File: src/rtl/osc_multi_pkg.sv
// Shared types and helpers for the multi-channel emulated oscillator.
package osc_multi_pkg;

    // Wide enough to be truncated to any supported counter width as all-ones.
    localparam int unsigned DT_MAX_W = 64;
    localparam logic [DT_MAX_W-1:0] DT_MAX = '1;

    typedef enum logic {
        IDLE = 1'b0,
        RUN  = 1'b1
    } ch_state_t;

    // A zero half-period would stall time; treat it as one unit.
    function automatic int unsigned clamp_per(input int unsigned p);
        return (p == 0) ? 1 : p;
    endfunction

endpackage

File: src/rtl/osc_dt_min_tree.sv
// Balanced binary reduction of (valid, value) pairs to the minimum valid value.
module osc_dt_min_tree
    import osc_multi_pkg::*;
#(
    parameter int unsigned N_CH = 2,
    parameter int unsigned W    = 27
) (
    input  logic [N_CH-1:0]   i_valid,
    input  logic [N_CH*W-1:0] i_val,
    output logic [W-1:0]      o_min
);

    localparam int unsigned NP = 1 << $clog2(N_CH);

    // Heap layout: node i has children 2i+1 and 2i+2; leaves start at NP-1.
    logic         w_v [2*NP-1];
    logic [W-1:0] w_d [2*NP-1];

    for (genvar g = 0; g < NP; g++) begin : g_leaf
        if (g < N_CH) begin : g_real
            assign w_v[NP-1+g] = i_valid[g];
            assign w_d[NP-1+g] = i_val[g*W +: W];
        end else begin : g_pad
            assign w_v[NP-1+g] = 1'b0;
            assign w_d[NP-1+g] = '1;
        end
    end

    for (genvar i = 0; i < NP - 1; i++) begin : g_node
        assign w_v[i] = w_v[2*i+1] | w_v[2*i+2];
        assign w_d[i] = (w_v[2*i+1] && (!w_v[2*i+2] || (w_d[2*i+1] <= w_d[2*i+2])))
                      ? w_d[2*i+1] : w_d[2*i+2];
    end

    assign o_min = w_v[0] ? w_d[0] : W'(DT_MAX);

endmodule

File: src/rtl/osc_model_multi.sv
// N-channel emulated clock generator with per-channel duty cycle and step request.
module osc_model_multi
    import osc_multi_pkg::*;
#(
    parameter int unsigned N_CH      = 2,
    parameter int unsigned DT_WIDTH  = 27,
    parameter int unsigned PER_WIDTH = 24
) (
    input  logic                      emu_clk,
    input  logic                      emu_rst_n,
    input  logic [DT_WIDTH-1:0]       emu_dt,
    output logic [DT_WIDTH-1:0]       emu_dt_req,
    input  logic [N_CH-1:0]           ch_en,
    input  logic [N_CH*PER_WIDTH-1:0] t_lo,
    input  logic [N_CH*PER_WIDTH-1:0] t_hi,
    output logic [N_CH-1:0]           clk_val,
    output logic [N_CH-1:0]           cke,
    output logic [N_CH-1:0]           overrun,
    input  logic                      overrun_clr
);

    logic [DT_WIDTH-1:0] r_emu_time;
    ch_state_t           r_state [N_CH];
    logic [DT_WIDTH-1:0] r_nxt   [N_CH];
    logic [N_CH-1:0]     r_clk_val;
    logic [N_CH-1:0]     r_overrun;

    logic [DT_WIDTH-1:0]      w_et_n;
    logic [DT_WIDTH-1:0]      w_rem   [N_CH];
    logic [DT_WIDTH-1:0]      w_lo    [N_CH];
    logic [DT_WIDTH-1:0]      w_hi    [N_CH];
    logic [N_CH*DT_WIDTH-1:0] w_rem_flat;
    logic [N_CH-1:0]          w_active;
    logic [N_CH-1:0]          w_edge;
    logic [N_CH-1:0]          w_miss;
    ch_state_t                w_state_n [N_CH];
    logic [DT_WIDTH-1:0]      w_nxt_n   [N_CH];
    logic [N_CH-1:0]          w_clk_n;
    logic [N_CH-1:0]          w_ovr_n;

    assign w_et_n = r_emu_time + emu_dt;

    // Periods are read straight from the inputs at each edge, so a change
    // mid-half-period only shapes the half-period that starts at the next edge.
    always_comb begin
        w_rem_flat = '0;
        for (int unsigned c = 0; c < N_CH; c++) begin
            w_lo[c]     = DT_WIDTH'(clamp_per(32'(t_lo[c*PER_WIDTH +: PER_WIDTH])));
            w_hi[c]     = DT_WIDTH'(clamp_per(32'(t_hi[c*PER_WIDTH +: PER_WIDTH])));
            w_active[c] = (r_state[c] == RUN);
            w_rem[c]    = r_nxt[c] - r_emu_time;
            w_edge[c]   = w_active[c] && ch_en[c] && (emu_dt == w_rem[c]);
            w_miss[c]   = w_active[c] && ch_en[c] && (emu_dt > w_rem[c]);
            w_rem_flat[c*DT_WIDTH +: DT_WIDTH] = w_rem[c];
        end
    end

    always_comb begin
        for (int unsigned c = 0; c < N_CH; c++) begin
            w_state_n[c] = r_state[c];
            w_nxt_n[c]   = r_nxt[c];
            w_clk_n[c]   = r_clk_val[c];
            w_ovr_n[c]   = r_overrun[c] & ~overrun_clr;
            case (r_state[c])
                IDLE: begin
                    if (ch_en[c]) begin
                        w_state_n[c] = RUN;
                        w_clk_n[c]   = 1'b0;
                        w_nxt_n[c]   = w_et_n + w_lo[c];
                    end
                end
                RUN: begin
                    if (!ch_en[c]) begin
                        w_state_n[c] = IDLE;
                        w_clk_n[c]   = 1'b0;
                    end else if (w_edge[c]) begin
                        w_clk_n[c] = ~r_clk_val[c];
                        w_nxt_n[c] = r_nxt[c] + (r_clk_val[c] ? w_lo[c] : w_hi[c]);
                    end else if (w_miss[c]) begin
                        w_ovr_n[c] = 1'b1;
                        w_clk_n[c] = ~r_clk_val[c];
                        w_nxt_n[c] = w_et_n + (r_clk_val[c] ? w_lo[c] : w_hi[c]);
                    end
                end
                default: w_state_n[c] = IDLE;
            endcase
        end
    end

    always_ff @(posedge emu_clk or negedge emu_rst_n) begin
        if (!emu_rst_n) begin
            r_emu_time <= '0;
            r_clk_val  <= '0;
            r_overrun  <= '0;
            for (int unsigned c = 0; c < N_CH; c++) begin
                r_state[c] <= IDLE;
                r_nxt[c]   <= '0;
            end
        end else begin
            r_emu_time <= w_et_n;
            r_clk_val  <= w_clk_n;
            r_overrun  <= w_ovr_n;
            for (int unsigned c = 0; c < N_CH; c++) begin
                r_state[c] <= w_state_n[c];
                r_nxt[c]   <= w_nxt_n[c];
            end
        end
    end

    osc_dt_min_tree #(
        .N_CH (N_CH),
        .W    (DT_WIDTH)
    ) u_min (
        .i_valid (w_active),
        .i_val   (w_rem_flat),
        .o_min   (emu_dt_req)
    );

    assign clk_val = r_clk_val;
    assign cke     = w_edge;
    assign overrun = r_overrun;

endmodule
File: config.mk
export PLATFORM = sky130hd
export DESIGN_NAME = osc_model_multi
export DESIGN_NICKNAME = d
export VERILOG_FILES = /design/src/rtl/osc_multi_pkg.sv /design/src/rtl/osc_dt_min_tree.sv /design/src/rtl/osc_model_multi.sv
export SDC_FILE = /design/constraint.sdc
export NUM_CORES = 1
export LEC_CHECK = 0
export CORE_AREA = 2 2 214 216
export CTS_BUF_LIST = sky130_fd_sc_hd__clkbuf_4 sky130_fd_sc_hd__clkbuf_8 sky130_fd_sc_hd__clkbuf_16
export DETAILED_ROUTE_END_ITERATION = 10
export DIE_AREA = 0 0 216 218
export SLEW_MARGIN = 25
export SYNTH_ARGS = -nofsm -noshare
export SYNTH_HDL_FRONTEND = slang
export SYNTH_SLANG_ARGS = --single-unit
File: constraint.sdc
create_clock -name emu_clk -period 6.4 [get_ports emu_clk]
set_clock_uncertainty 0.05 [all_clocks]
set_input_delay 0.64 -clock emu_clk [delete_from_list [all_inputs] [get_ports emu_clk]]
set_output_delay 0.64 -clock emu_clk [all_outputs]
set_load 0.05 [all_outputs]
==> flow_summary_export.csv <==
group,metric,value,unit
floorplan,core_area,0.0449,mm²
timing,worst_pin_slew,0.998,ns
global_route,grt_max_degree,68,
setup_path,r2r_cells,25,
setup_path,reg2reg_slack,0.53,ns
status,status,"finished, final reports clean",
setup_path,cp-endpoint,"emu_dt_req[9]",
setup_path,critPathCaptureType,"primary output",
floorplan,start_util,39.6,%
timing,relSlewSlack,33.0,%
synthesis,ys_warn_count,0,
timing,holdWs,0.0930,ns
synthesis,synth_top_area_share,20.7,%
placement,dp_hpwl,56500,µm
timing,hold_viol,0,
setup_path,worstPathRequired,5.71,ns
setup_path,path_max_fanout,19,
clock_network,cts_made_buffers,9,
setup_path,reg2reg_from,"r_nxt[27]",
synthesis,yosys-top-cells-count,"294 x ha_1, 225 x a21oi_1, 202 x nor2_1, 136 x nand2_1, 130 x o21ai_0",
floorplan,num_io_pins,161,
finish,fin_util,47.4,%
finish,area_growth,19.5,%
finish,finalNetCount,2909,
placement,io_buffers,160,
clock_network,cts.path.max_buffers,2,
synthesis,synth_area,0.0178,mm²
finish,stdcell_count,3083,
synthesis,synthesis.nets,2735,
synthesis,ys_ff_latch,87,
clock_network,cts_tree,"yes",
synthesis,async_reset_ff_share,100,%
route,drcViolationCount,0,
setup_path,rr_endpoint,"r_nxt[52]",
global_route,grt_pass1_wl,101000,µm
clock_network,root_buffer,"clkbuf_16",
route,viasPerCell,5.98,
floorplan,die_area,0.0471,mm²
setup_path,cp_cell_sequence,"ha_1 > a2111o_1 > o21ai_1 > a21boi_1 > o21ai_2 > o21bai_1 > a21oi_1 > o21bai_1 > a21oi_1 > xor2_1 > ha_1 > nand4_1 > nor4_2 > buf_4 > o21ai_0 > o31ai_2 > a32oi_4 > buf_12 > clkbuf_16 > a31oi_1 > buf_4 > buf_12",
setup_path,crit_family,"compound AO/OA/AOI/OAI gates",
clock_network,cts.sinks,87,
timing,max_freq,0.163,GHz
synthesis,yosysTopAreaCell,"ha_1",
synthesis,synth.area.top_cells,"ha_1 21%, dfrtp_1 12%, a21oi_1 6.3%",
timing,worst_slack,0.251,ns
placement,gp_congestion,0.949,
synthesis,syn_inst,2304,
setup_path,crit_buf_inv,5,
route,ant_nets,0,
synthesis,synth_edf_count,0,
placement,place_ws,0.137,ns
finish,drive_above_1_share,10.3,%
flow_run,max_cap_viol_count,0,
placement,dp_cells,3053,
global_route,grt_pass1_vias,17500,
timing,period_minus_slack,6.15,ns
synthesis,ys_seq_area_share,12.2,%
finish,antenna_cells,0,
setup_path,cp-start-kind,"flop",
clock_network,h-tree-depth,3,
setup_path,slowest_delay,0.52,ns
timing,setup_viol_count_final,0,
route,wirelength,66600,µm
synthesis,synth_most_common_cell,"ha_1",
setup_path,cp.depth,22,
setup_path,crit_path_top_delay_cell,"dfrtp_1",
setup_path,cp-startpoint,"r_nxt[6]",
clock_network,clk_transition_reported_paths,0.07,ns
global_route,grtUsageTotal,27.6,%
setup_path,cp.arrival,5.46,ns
global_route,antenna_found_initial,0,
route,routedWlPerCell,21.6,µm
synthesis,avgSynthCellArea,7.72,µm²
synthesis,ys.flop_type,"dfrtp_1",
floorplan,die_y,218,µm
floorplan,die_w,216,µm
synthesis,synth_cell_types,89,
floorplan,rows,78,
hold_path,hold_path.class,"input port to asynchronous set/reset pin",
clock_network,clkLatencyLatePin,0.37,ns
timing,period_share,96.1,%
route,first_pass_iters,5,
route,drt_iter0_drc,1393,
global_route,grt_overflow,0,
route,vias,18400,
timing,drv_slew,0,
setup_path,setup.worst_path.class,"flop to primary output",
[registers in the layout (all words and copies together), names as in the netlist]
name,flops
clk_val,2
overrun,2
r_emu_time,27
r_nxt,54
r_state,2
[cell usage in the layout (no fill, tap or decap), types with 14 or more instances in the layout]
cell type / count
xor2_1: 69
a211oi_1: 36
clkdlybuf4s50_1: 130
o21ai_0: 127
o21bai_1: 29
nor4_1: 30
a221oi_1: 25
buf_4: 100
ha_1: 292
mux2_2: 51
o211ai_1: 22
nand2_1: 136
nor3_1: 54
a31oi_1: 46
a21o_1: 100
xnor2_1: 113
or3_1: 17
nand4_1: 22
and2_1: 15
o21a_1: 41
and3_1: 28
nor2b_1: 24
inv_1: 110
nor2_1: 201
nand3_1: 49
a21oi_1: 223
buf_12: 27
a211o_1: 14
nand2b_1: 25
dfrtp_1: 84
[area by class of cell]
| class | count | area [µm²] |
|---|---|---|
| tap | 600 | 751 |
| timing repair buffer | 261 | 2670 |
| multi-input combinational | 2007 | 14900 |
| inverter | 112 | 424 |
| clock buffer | 10 | 233 |
| clock inverter | 6 | 81.3 |
| fill | 4470 | 23600 |
| sequential | 87 | 2180 |
[cell families (layout without fill, tap and decap cells)]
family | Yosys count | in the layout | synth area share [%]
AND/OR/NAND/NOR | 644 | 644 | 17.5
XOR/XNOR | 190 | 190 | 9.59
buffers and inverters | 210 | 389 | 4.68
multiplexers | 62 | 62 | 3.85
AO/OA/AOI/OAI | 807 | 807 | 30.4
adder cells (fa/ha/maj) | 304 | 304 | 21.7
flip-flops | 87 | 87 | 12.2
[metal layers]
layer  up-vias  GRT usage, %  share of wire (%)
met4         0          8.56                3.2
met5         -             0                  0
met2       649          44.3                 44
met1      8677          39.0                 47
li1       9005             -                  -
met3        96          2.61                6.2
[through the flow]
stage,area (µm²),TNS [ns]
CTS,21000,0
detailed placement,20600,0
global placement,20600,0
global route,21300,-0.323
finish,21300,0
floorplan,17800,0
[worst register-to-register path: stages (launching register included)]
cell,delay (ns)
dfrtp_1,0.38
inv_1,0.09
ha_1,0.22
fa_1,0.42
nor2b_1,0.16
o31a_1,0.21
o21ai_2,0.11
o21ai_0,0.28
a21o_1,0.17
a21oi_1,0.07
xnor2_1,0.39
inv_1,0.09
ha_1,0.32
nand4_1,0.10
nor2_1,0.23
o2111a_1,0.26
o31a_1,0.17
a2111oi_0,0.08
buf_4,0.17
nor2_1,0.14
a2111oi_0,0.12
a211oi_1,0.75
o31ai_4,0.19
buf_12,0.21
a221oi_1,0.29
o31ai_1,0.11
[how the worst min path moves through the flow]
stage and endpoint:
6_report r_nxt[27], 3_5_place_dp r_nxt[27], 5_1_grt r_nxt[27], 2_1_floorplan clk_val[0], 3_3_place_gp r_nxt[27], 4_1_cts r_nxt[27]
[timing repair]
action	CTS	global route
resized for setup	3	28
buffers inserted	1	11
pin swaps	1	13
setup endpoints to repair	15	52
gates cloned	0	2
hold buffers	0	0
Power is not shown: default switching activity piles up to over one toggle a cycle in this logic, so the estimate is an artifact.
